[config.mk]
export PLATFORM = sky130hd
export DESIGN_NAME = classificador_palavra_musical
export DESIGN_NICKNAME = d
export VERILOG_FILES = /design/src/rtl/classificador_palavra_musical.sv
export SDC_FILE = /design/constraint.sdc
export NUM_CORES = 1
export LEC_CHECK = 0
export BUFFER_PORTS_ARGS = -buffer_cell sky130_fd_sc_hd__buf_2
export CAP_MARGIN = 40
export CORE_MARGIN = 3
export CORE_UTILIZATION = 57
export CTS_CLUSTER_SIZE = 20
export DETAILED_ROUTE_END_ITERATION = 10
export GPL_ROUTABILITY_DRIVEN = 0
export PLACE_DENSITY_LB_ADDON = 0.08
export SYNTH_ARGS = -nofsm -noshare
export SYNTH_HDL_FRONTEND = slang
export SYNTH_SLANG_ARGS = --single-unit
[constraint.sdc]
create_clock -name clk -period 3.74 [get_ports clk]
set_input_delay 0.187 -clock clk [delete_from_list [all_inputs] [get_ports clk]]
set_output_delay 0.187 -clock clk [all_outputs]
set_load 0.02 [all_outputs]
[src/rtl/classificador_palavra_musical.sv]
// Note-stream word classifier: splits notes into words at rests, classifies each
// word by its suffix, and reports length, word count and a 7-segment digit.
module classificador_palavra_musical #(
    parameter int unsigned       NOTE_W   = 4,
    parameter int unsigned       STEM_LEN = 2,
    parameter logic [NOTE_W-1:0] SUF1_A   = 4'b0110,
    parameter logic [NOTE_W-1:0] SUF1_B   = 4'b1111,
    parameter logic [NOTE_W-1:0] SUF2_AC  = 4'b0001,
    parameter logic [NOTE_W-1:0] SUF2_AV  = 4'b1111,
    parameter logic [NOTE_W-1:0] SUF2_BC  = 4'b0010,
    parameter int unsigned       CNT_W    = 8
) (
    input  logic              clk,
    input  logic              reset,
    input  logic              ok,
    input  logic [NOTE_W-1:0] nota,
    output logic              fim,
    output logic [1:0]        tipo,
    output logic              erro,
    output logic [3:0]        tamanho,
    output logic [CNT_W-1:0]  contador,
    output logic [6:0]        display
);

    localparam int unsigned           STEM_CW  = $clog2(STEM_LEN + 1);
    localparam logic [STEM_CW-1:0]    STEM_MAX = STEM_CW'(STEM_LEN);
    localparam logic [3:0]            TAM_MAX  = 4'hF;

    localparam logic [1:0] T_NULL = 2'b00;
    localparam logic [1:0] T_ADJ  = 2'b01;
    localparam logic [1:0] T_COMP = 2'b10;
    localparam logic [1:0] T_ADV  = 2'b11;

    typedef enum logic [2:0] {
        S_IDLE, S_STEM, S_SA, S_SB, S_SC, S_SV, S_ERRW, S_DONE
    } state_t;

    state_t             state_q, state_d;
    logic               ok_q;
    logic [STEM_CW-1:0] cnt_q, cnt_d;
    logic               fim_q, fim_d;
    logic [1:0]         tipo_q, tipo_d;
    logic               erro_q, erro_d;
    logic [3:0]         tam_q, tam_d;
    logic [CNT_W-1:0]   ctr_q, ctr_d;

    logic       acc, rest;
    logic [3:0] tam_inc;
    logic       fin;
    logic [1:0] fin_tipo;
    logic       fin_erro;

    assign acc     = ok & ~ok_q;
    assign rest    = (nota[NOTE_W-2:0] == '0);
    assign tam_inc = (tam_q == TAM_MAX) ? tam_q : tam_q + 4'd1;

    // Next-state and registered-output logic; every change is qualified by acc
    always_comb begin
        state_d  = state_q;
        cnt_d    = cnt_q;
        fim_d    = fim_q;
        tipo_d   = tipo_q;
        erro_d   = erro_q;
        tam_d    = tam_q;
        ctr_d    = ctr_q;
        fin      = 1'b0;
        fin_tipo = T_NULL;
        fin_erro = 1'b0;

        case (state_q)
            S_IDLE, S_DONE: begin
                if (acc && !rest) begin
                    state_d = S_STEM;
                    cnt_d   = STEM_CW'(1);
                    tam_d   = 4'd1;
                    fim_d   = 1'b0;
                    tipo_d  = T_NULL;
                    erro_d  = 1'b0;
                end
            end
            S_STEM: begin
                if (acc) begin
                    if (rest) begin
                        fin      = 1'b1;
                        fin_erro = 1'b1;
                    end else begin
                        tam_d = tam_inc;
                        if (cnt_q < STEM_MAX) cnt_d   = cnt_q + STEM_CW'(1);
                        else if (nota == SUF1_A) state_d = S_SA;
                        else if (nota == SUF1_B) state_d = S_SB;
                        else                     state_d = S_ERRW;
                    end
                end
            end
            S_SA: begin
                if (acc) begin
                    if (rest) begin
                        fin      = 1'b1;
                        fin_tipo = T_ADJ;
                    end else begin
                        tam_d = tam_inc;
                        if (nota == SUF2_AC)      state_d = S_SC;
                        else if (nota == SUF2_AV) state_d = S_SV;
                        else                      state_d = S_ERRW;
                    end
                end
            end
            S_SB: begin
                if (acc) begin
                    if (rest) begin
                        fin      = 1'b1;
                        fin_tipo = T_ADJ;
                    end else begin
                        tam_d   = tam_inc;
                        state_d = (nota == SUF2_BC) ? S_SC : S_ERRW;
                    end
                end
            end
            S_SC, S_SV: begin
                if (acc) begin
                    if (rest) begin
                        fin      = 1'b1;
                        fin_tipo = (state_q == S_SC) ? T_COMP : T_ADV;
                    end else begin
                        tam_d   = tam_inc;
                        state_d = S_ERRW;
                    end
                end
            end
            S_ERRW: begin
                if (acc) begin
                    if (rest) begin
                        fin      = 1'b1;
                        fin_erro = 1'b1;
                    end else begin
                        tam_d = tam_inc;
                    end
                end
            end
            default: state_d = S_IDLE;
        endcase

        if (fin) begin
            state_d = S_DONE;
            fim_d   = 1'b1;
            tipo_d  = fin_tipo;
            erro_d  = fin_erro;
            ctr_d   = ctr_q + CNT_W'(1);
        end
    end

    always_ff @(posedge clk) begin
        if (!reset) begin
            state_q <= S_IDLE;
            ok_q    <= 1'b1;
            cnt_q   <= '0;
            fim_q   <= 1'b0;
            tipo_q  <= T_NULL;
            erro_q  <= 1'b0;
            tam_q   <= '0;
            ctr_q   <= '0;
        end else begin
            state_q <= state_d;
            ok_q    <= ok;
            cnt_q   <= cnt_d;
            fim_q   <= fim_d;
            tipo_q  <= tipo_d;
            erro_q  <= erro_d;
            tam_q   <= tam_d;
            ctr_q   <= ctr_d;
        end
    end

    // Active-low segment decode {g,f,e,d,c,b,a}
    always_comb begin
        display = 7'b0111111;
        if (fim_q) begin
            if (erro_q) begin
                display = 7'b0000110;
            end else begin
                case (tipo_q)
                    2'd0:    display = 7'b1000000;
                    2'd1:    display = 7'b1111001;
                    2'd2:    display = 7'b0100100;
                    default: display = 7'b0110000;
                endcase
            end
        end
    end

    assign fim      = fim_q;
    assign tipo     = tipo_q;
    assign erro     = erro_q;
    assign tamanho  = tam_q;
    assign contador = ctr_q;

endmodule

==> results of run 1 <==
==> cells by family (layout without fill, tap and decap cells) <==
kind of cell,Yosys count,count (layout),share of synthesized area
and+or+nand+nor,61,61,0.262
adders and majority gates,3,3,0.0263
AOI/OAI and AO/OA,58,58,0.281
xor gates and xnor gates,3,3,0.0198
muxes,1,1,0.00753
buffers and inverters,18,40,0.0724
DFF,22,22,0.331
==> cell type report <==
| class | count | share of cell area |
|---|---|---|
| clock buffer | 3 | 0.0151 |
| clock inverter | 1 | 0.0201 |
| inverter | 7 | 0.0176 |
| multi-input combinational | 126 | 0.532 |
| sequential | 22 | 0.295 |
| tap | 27 | 0.0227 |
| timing repair buffer | 29 | 0.0973 |
==> stage by stage <==
step | setup slack [ns] | total power, mW | instances | instance area (um2) | utilization
6_report | 1.78 | 0.491 | 215 | 1490 | 0.716
5_1_grt | 1.62 | 0.506 | 215 | 1490 | 0.716
4_1_cts | 1.80 | 0.492 | 215 | 1490 | 0.716
3_5_place_dp | 1.82 | 0.308 | 211 | 1440 | 0.691
3_3_place_gp | 1.91 | 0.305 | 211 | 1440 | 0.691
2_1_floorplan | 2.20 | 0.295 | 166 | 1330 | -
==> flip-flops by register name (all words and copies together), names as in the netlist <==
register,cells
contador,8
tamanho,4
state_q,3
cnt_q,2
tipo,2
erro,1
fim,1
ok_q,1
==> metal layers <==
metal,global-route usage,share of wire,vias to the layer above
met5,0,0,-
met4,0.0830,0.017,0
met3,0.0272,0.068,14
met2,0.367,0.46,71
met1,0.323,0.45,612
li1,-,-,687
==> path summary, 6_finish.rpt <==
path | startpoint | endpoint | depth (start not counted)
setup / recovery | state_q[1] | contador[7] | 4
hold / removal | ok | ok_q | 2
setup reg to reg | state_q[1] | contador[7] | 4
hold reg to reg | contador[1] | contador[1] | 2
==> worst reg2reg max path, stage by stage (launching register included) <==
cell and delay [ns]:
dfxtp_1 0.72, or3_1 0.26, nand4_4 0.20, or4_1 0.56
a21oi_1 0.15
==> power groups by stage <==
stage | Combinational, mW | Sequential, mW | Clock, mW
floorplan | 0.0484 | 0.247 | 0
global placement | 0.0534 | 0.251 | 0
detailed placement | 0.0560 | 0.252 | 0
CTS | 0.0565 | 0.247 | 0.189
global route | 0.0633 | 0.249 | 0.194
finish | 0.0578 | 0.247 | 0.186
==> cells in the final DEF, fill, tap and decap left out, types with 2 or more instances in the layout <==
cell / instances
and3_1: 3
o21ai_0: 14
o31ai_1: 5
dfxtp_1: 22
ha_1: 2
inv_1: 6
buf_2: 29
clkbuf_4: 3
or4_1: 4
a211oi_1: 3
nand3_1: 7
nand2b_1: 2
nand2_1: 9
nor4b_1: 2
a21oi_1: 19
nor3_1: 11
nand4_1: 4
or3_1: 4
nor2_1: 10
xor2_1: 2
==> impl_metrics.json, run 1 <==
{
  "synth_top_area_cell": "dfxtp_1",
  "rsz0062_at_grt": "no",
  "whs_ns": 0.0715,
  "register_area_um2": 440,
  "drc": 0,
  "fp.coreArea_um2": 2080,
  "hold_path.class": "in -> reg",
  "crit_path_cell_trace": "or3_1, nand4_4, or4_1, a21oi_1",
  "clk_path_buf_depth": 2,
  "clk_pin_slew_ns": 0.13,
  "ys_top_cells_by_area": "dfxtp_1 (33%), a21oi_1 (7.1%), o21ai_0 (5.3%)",
  "layout_min_cycle_time_ns": 1.96,
  "cp-start-kind": "flip-flop",
  "wire_per_inst_um": 14.9,
  "yosysSeqAreaShare": 0.331,
  "routed_wl_um": 3200,
  "power.internal_mw": 0.367,
  "viasPerCell": 6.44,
  "cap_violations": 0,
  "critical_path_required_ns": 3.99,
  "grt_pass1_wl_um": 5090,
  "p_switching_mw": 0.124,
  "tritoncts_num_sinks": 22,
  "ys.flop_type": "dfxtp_1",
  "die_w_um": 54.3,
  "dpl.hpwl_um": 2280,
  "portBuffers": 29,
  "die-area_um2": 2950,
  "end_kind": "flip-flop",
  "slowest_stage": "dfxtp_1",
  "grt_max_degree": 21,
  "cts_resized": 0,
  "synthToLayoutAreaGrowth_pct": 12.1,
  "drt-initial-drc-count": 71,
  "max_slew_margin": 0.551,
  "drt_pass1_iterations": 4,
  "htree_levels": 1,
  "path_buf_inv": 0,
  "ys_async_sr_fraction": 0,
  "setup_viol": 0,
  "cts-root-buf": "clkbuf_4",
  "status": "completed",
  "peakVddDrop_uv": 263,
  "period_share": 0.524,
  "setup_tns_ns": 0,
  "vias": 1384,
  "worstSetupPathType": "reg -> reg",
  "clk-insertion-delay-late_ns": 0.31,
  "antenna_found_initial": 0,
  "synth_top_cell_area_share": 0.331,
  "hold_viol": 0,
  "drive_above_1_share": 0.207,
  "ys_seq_elements": 22,
  "fp.dieH_um": 54.3,
  "cp_top_family": "simple AND/OR/NAND/NOR gates",
  "path_max_fanout": 20,
  "total_leakage_power_nw": 0.542,
  "clock.fmax_mhz": 510,
  "swShare": 0.252,
  "r2r_slack_ns": 1.78,
  "synth_edf_count": 0,
  "powerDensity_nw_per_um2": 329,
  "start_util": 0.639,
  "syn_inst": 166,
  "std_cell_rows": 16,
  "cpPeakStageDelay_ns": 0.72,
  "grt.total_usage": 0.232,
  "drv_slew": 0,
  "post_cts.repair.setup_buffers": 0,
  "syn_area_um2": 1330,
  "worst_pin_slew_ns": 0.667,
  "p_comb_frac": 0.118,
  "avgSynthCellArea_um2": 8.01,
  "share_seq_of_total_power": 0.503,
  "num_antenna_cells": 0,
  "grt_overflow": 0,
  "clock_skew_ns": 0.00221,
  "cts_hold_buf": 0,
  "cts_buffers": 3,
  "synthTopCellsByCount": "dfxtp_1 (22), a21oi_1 (19), o21ai_0 (14), nor3_1 (11), nor2_1 (10)",
  "antenna_left": 0,
  "multiInputGateArea_um2": 793,
  "pwr-share-clk": 0.379,
  "yosysWarnings": 0,
  "synth.distinct_cells": 49,
  "fin_nets": 198,
  "syn-num-nets": 175,
  "cp_data_arrival_time_ns": 2.21,
  "ios": 30,
  "grt_pass1_vias": 1120,
  "yosysMostFrequentCell": "dfxtp_1",
  "cts_tree": "done",
  "fillerInstances": 160
}
No activity file was read; power rests on OpenSTA's default activity.
==> inputs of run 2 (changes only) <==
--- a/config.mk
+++ b/config.mk
@@ -8,7 +8,7 @@
 export BUFFER_PORTS_ARGS = -buffer_cell sky130_fd_sc_hd__buf_2
 export CAP_MARGIN = 40
 export CORE_MARGIN = 3
-export CORE_UTILIZATION = 57
+export CORE_UTILIZATION = 48
 export CTS_CLUSTER_SIZE = 20
 export DETAILED_ROUTE_END_ITERATION = 10
 export GPL_ROUTABILITY_DRIVEN = 0
==> constraint.sdc (replaced) <==
create_clock -name clk -period 1.8 [get_ports clk]
set_input_delay 0.09 -clock clk [delete_from_list [all_inputs] [get_ports clk]]
set_output_delay 0.09 -clock clk [all_outputs]
set_load 0.02 [all_outputs]
==> run 2 against run 1 <==
- flip-flop and latch count is the same
- final cell count up 5.6%
- clock power rose by 110%
- non-clock buffer count rose by 9
- sequential share of layout area shrank 1.4 points
- sequential power rose by 100%
- utilization down 10 points
- die area up 17%
- global-route usage decreased by 2.9 points
- clock-buffer cell count is the same
- worst hold slack got worse by 0.058 ns
- cell area grew 5.2%
- highest routed layer unchanged
==> impl_metrics.json, run 2 (synthesis gave the netlist of run 1 again) <==
{
  "status": "completed",
  "pwr-share-clk": 0.378,
  "cpPeakStageDelay_ns": 0.55,
  "die_w_um": 58.6,
  "cp_top_family": "simple AND/OR/NAND/NOR gates",
  "power.internal_mw": 0.777,
  "post_cts.repair.setup_buffers": 0,
  "grt.total_usage": 0.203,
  "slowest_stage": "or4_1",
  "cts_buffers": 3,
  "clock_skew_ns": 0.00987,
  "crit_cells": 6,
  "path_buf_inv": 2,
  "final_cell_mix": "buf_2 (29), dfxtp_1 (21), a21oi_1 (19)",
  "total_power_mw": 1.05,
  "fp.coreArea_um2": 2540,
  "ios": 30,
  "portBuffers": 29,
  "cts-root-buf": "clkbuf_4",
  "p_comb_frac": 0.137,
  "r2r-start": "ok_q",
  "die-area_um2": 3440,
  "grt_overflow": 0,
  "critical_path_required_ns": 2.06,
  "worstSetupPathType": "in -> reg",
  "crit_start": "ok",
  "routed_wl_um": 3330,
  "placed_cells": 222,
  "drc": 0,
  "period_share": 0.941,
  "num_antenna_cells": 0,
  "drive_above_1_share": 0.249,
  "rsz0062_at_grt": "no",
  "htree_levels": 1,
  "worst_slack_ns": 0.106,
  "drt-initial-drc-count": 48,
  "cp_data_arrival_time_ns": 1.95,
  "tritoncts_num_sinks": 22,
  "start_util": 0.523,
  "powerDensity_nw_per_um2": 667,
  "largest_register_ffs": 8,
  "hold_viol": 0,
  "path_max_fanout": 14,
  "finalNonFillerCells": 227,
  "clock.fmax_mhz": 590,
  "clk-insertion-delay-late_ns": 0.32,
  "grt_max_degree": 17,
  "worst_pin_slew_ns": 0.384,
  "p_switching_mw": 0.269,
  "std_cell_rows": 18,
  "antenna_left": 0,
  "layout_min_cycle_time_ns": 1.69,
  "grt_pass1_vias": 1197,
  "crit_end": "contador[7]",
  "clk_pin_slew_ns": 0.14,
  "fp.dieH_um": 58.6,
  "synthToLayoutAreaGrowth_pct": 18.0,
  "wire_per_inst_um": 14.7,
  "cp-start-kind": "input port",
  "end_kind": "flip-flop",
  "r2r_slack_ns": 0.11,
  "vias": 1450,
  "max_slew_margin": 0.738,
  "peakVddDrop_uv": 388,
  "fin_nets": 207,
  "viasPerCell": 6.39,
  "rr_endpoint": "contador[7]",
  "dpl.hpwl_um": 2430,
  "crit_path_cell_trace": "dlygate4sd3_1, buf_2, and2b_1, nand4_4, or4_1, a21oi_1",
  "reg2reg_depth": 4,
  "total_leakage_power_nw": 0.587,
  "grt_pass1_wl_um": 5450,
  "setup_viol": 0,
  "share_seq_of_total_power": 0.484,
  "antenna_found_initial": 0,
  "swShare": 0.257,
  "post-place-ws_ns": 0.107,
  "cap_violations": 0,
  "clk_path_buf_depth": 2,
  "hold_path.class": "in -> reg",
  "drv_slew": 0,
  "cts_tree": "done",
  "setup_tns_ns": 0,
  "mostFrequentLayoutCell": "buf_2",
  "drt_pass1_iterations": 6
}
run 2: timing repair:
item                                    4_1_cts  5_1_grt
endpoints found under the setup margin        0        5
hold buffers                                  1        0
resized for setup                             0        2
hold endpoints to repair                      1        0
run 2: through the flow:
step	cell area, um2	hold WS, ns	util
after detailed placement	1500	0.316	0.590
after CTS	1570	0.0123	0.615
final	1570	0.0132	0.617
after floorplan	1330	0.163	-
after global routing	1570	0.0225	0.617
after global placement	1500	0.302	0.590
run 2: cell type report:
cell class | count | area (um2)
Multi-Input combinational cell | 126 | 796
Fill cell | 256 | 976
Timing Repair Buffer | 38 | 215
Inverter | 7 | 26.3
Clock inverter | 1 | 30.0
Sequential cell | 22 | 442
Clock buffer | 3 | 22.5
Tap cell | 30 | 37.5
run 2: worst reg2reg max path: cells and delay by family (launching register included):
family,cells,cell delay [ns]
AND/OR/NAND/NOR,3,1.15
AO/OA/AOI/OAI,1,0.14
flip-flops,1,0.34
run 2: power by group through the flow:
stage	clock network [mW]	logic [mW]	registers (mW)
after CTS	0.401	0.141	0.506
after detailed placement	0	0.138	0.516
after floorplan	0	0.101	0.513
final	0.396	0.144	0.506
after global placement	0	0.137	0.515
after global routing	0.431	0.157	0.508
run 2: layer usage:
| metal | GRT usage | up-vias | share of wire |
|---|---|---|---|
| met2 | 0.309 | 62 | 0.45 |
| met5 | 0 | - | 0 |
| met4 | 0.0906 | 0 | 0.019 |
| met1 | 0.285 | 683 | 0.45 |
| met3 | 0.0285 | 9 | 0.072 |
| li1 | - | 696 | - |
run 2: how the worst min path moves through the flow:
| stage | from | endpoint | depth (start not counted) |
|---|---|---|---|
| 6_report | reset | ok_q | 2 |
| 5_1_grt | reset | ok_q | 2 |
| 4_1_cts | reset | ok_q | 2 |
| 3_5_place_dp | ok | ok_q | 2 |
| 3_3_place_gp | ok | ok_q | 2 |
| 2_1_floorplan | reset | ok_q | 1 |
==> inputs of run 3 (changes only) <==
==> constraint.sdc (replaced) <==
create_clock -name clk -period 1.45 [get_ports clk]
set_input_delay 0.0725 -clock clk [delete_from_list [all_inputs] [get_ports clk]]
set_output_delay 0.0725 -clock clk [all_outputs]
set_load 0.02 [all_outputs]
==> run 3 against run 2 <==
- the flow now finishes with violations (negative setup slack)
- worst hold slack lost 0.0027 ns
- worst setup slack lost 0.12 ns
- combinational power grew 60%
- sequential power grew 24%
- register-to-register slack lost 0.12 ns
- clock power grew 22%
- via count grew 6.5%
- non-clock buffer count grew 20
- wire length grew 17%
==> impl_metrics.json, run 3 (synthesis gave the netlist of run 1 again) <==
{
  "critical_path_required_ns": 1.66,
  "hold_depth": 2,
  "largest_register_ffs": 8,
  "vias": 1544,
  "cts-root-buf": "clkbuf_4",
  "reg2reg_depth": 5,
  "start_util": 0.523,
  "antenna_left": 0,
  "cts_buffers": 3,
  "die_w_um": 58.6,
  "viasPerCell": 6.25,
  "r2r_slack_ns": -0.01,
  "wire_per_inst_um": 15.8,
  "rr_endpoint": "state_q[0]",
  "hold_viol": 0,
  "p_switching_mw": 0.346,
  "p_comb_frac": 0.172,
  "fin_nets": 227,
  "cp_top_family": "compound AO/OA/AOI/OAI gates",
  "clk-insertion-delay-late_ns": 0.31,
  "period_share": 1.01,
  "worstSetupPathType": "reg -> reg",
  "die-area_um2": 3440,
  "final_cell_mix": "buf_2 (29), buf_4 (26), a21oi_1 (19)",
  "clock.fmax_mhz": 684,
  "worst_slack_ns": -0.0114,
  "setup_viol": 1,
  "pwr-share-clk": 0.361,
  "cp-start-kind": "flip-flop",
  "status": "finished, violations left",
  "power.internal_mw": 0.993,
  "cp_data_arrival_time_ns": 1.68,
  "layout_min_cycle_time_ns": 1.46,
  "hold_path.class": "in -> reg",
  "dpl.hpwl_um": 2770,
  "worstHoldStart": "reset",
  "fin_area_um2": 1800,
  "cpPeakStageDelay_ns": 0.39,
  "portBuffers": 29,
  "end_kind": "flip-flop",
  "ios": 30,
  "mostFrequentLayoutCell": "buf_2",
  "worst_pin_slew_ns": 0.483,
  "std_cell_rows": 18,
  "clock_skew_ns": 0.00277,
  "fp.coreArea_um2": 2540,
  "htree_levels": 1,
  "total_leakage_power_nw": 0.692,
  "share_seq_of_total_power": 0.467,
  "grt_pass1_vias": 1471,
  "grt.total_usage": 0.236,
  "cts_tree": "done",
  "place_area_um2": 1650,
  "drc": 0,
  "swShare": 0.258,
  "drt_pass1_iterations": 4,
  "drv_slew": 0,
  "setup_tns_ns": -0.0114,
  "peakVddDrop_uv": 512,
  "synthToLayoutAreaGrowth_pct": 35.0,
  "grt_max_degree": 14,
  "clk_path_buf_depth": 2,
  "clk_pin_slew_ns": 0.13,
  "tritoncts_num_sinks": 22,
  "path_buf_inv": 1,
  "powerDensity_nw_per_um2": 746,
  "grt_pass1_wl_um": 6290,
  "cap_violations": 0,
  "violations": "negative setup slack",
  "grt_overflow": 0,
  "fp.dieH_um": 58.6,
  "slowest_stage": "dfxtp_4",
  "drive_above_1_share": 0.378,
  "drt-initial-drc-count": 66,
  "hold_end": "ok_q",
  "final_util": 0.706,
  "antenna_found_initial": 0,
  "routed_wl_um": 3900,
  "crit_path_cell_trace": "buf_6, nor4b_2, a22oi_2, o311ai_2, o311a_1",
  "num_antenna_cells": 0,
  "max_slew_margin": 0.677,
  "rsz0062_at_grt": "yes",
  "path_max_fanout": 6,
  "r2r-start": "state_q[0]"
}
[run 3: changes by cell type in the layout (fill, tap and decap cells not counted), sizes merged]
cell	change
buf	+20
[run 3: how the worst max path moves through the flow]
| stage | slack (ns) | endpoint | from | cells after the start |
|---|---|---|---|---|
| after CTS | 0.0004 | state_q[1] | ok_q | 4 |
| final | -0.01 | state_q[0] | state_q[0] | 5 |
| after global placement | -0.07 | state_q[0] | nota[0] | 5 |
| after detailed placement | -0.09 | state_q[0] | nota[0] | 5 |
| after floorplan | -0.02 | contador[5] | state_q[1] | 5 |
| after global routing | -0.05 | tamanho[0] | state_q[1] | 6 |
[run 3: power groups by stage]
stage / combinational [mW] / clock [mW] / sequential, mW
finish: 0.230 / 0.483 / 0.626
floorplan: 0.126 / 0 / 0.637
global route: 0.251 / 0.524 / 0.627
CTS: 0.220 / 0.489 / 0.626
detailed placement: 0.205 / 0 / 0.638
global placement: 0.199 / 0 / 0.637
[run 3: worst reg2reg max path, delay by kind of cell (launching register included)]
family                 cells  cell delay [ns]
DFF                        1             0.39
buffers and inverters      1             0.13
and+or+nand+nor            1             0.16
AOI/OAI and AO/OA          3             0.68
[run 3: layout make-up]
cell class                      instances  area [um2]
Tap cell                               30        37.5
Fill cell                             226         749
Timing Repair Buffer                   58         373
Clock inverter                          1        30.0
Inverter                                7        26.3
Multi-Input combinational cell        126         855
Sequential cell                        22         452
Clock buffer                            3        22.5
[run 3: stage by stage]
step                hold WS, ns  total power, mW  cells  worst slack [ns]
detailed placement        0.309            0.844    241           -0.0944
CTS                     0.00860             1.33    247          0.000373
floorplan                 0.146            0.763    166           -0.0219
global placement          0.283            0.837    241           -0.0727
finish                   0.0105             1.34    247           -0.0114
global route             0.0320             1.40    247           -0.0476
[run 3: per-layer routing]
| metal | GRT usage | vias up | share of wire |
|---|---|---|---|
| met4 | 0.0939 | 0 | 0.017 |
| li1 | - | 733 | - |
| met1 | 0.298 | 739 | 0.42 |
| met5 | 0 | - | 0 |
| met2 | 0.405 | 62 | 0.49 |
| met3 | 0.0285 | 10 | 0.065 |
[run 3: timing repair]
item / 4_1_cts / 5_1_grt
setup endpoints to repair: 13 / 11
resized for setup: 12 / 11
pin swaps: 5 / 6
endpoints found under the hold margin: 1 / 0
buffers inserted: 1 / 0
hold buffers: 1 / 0
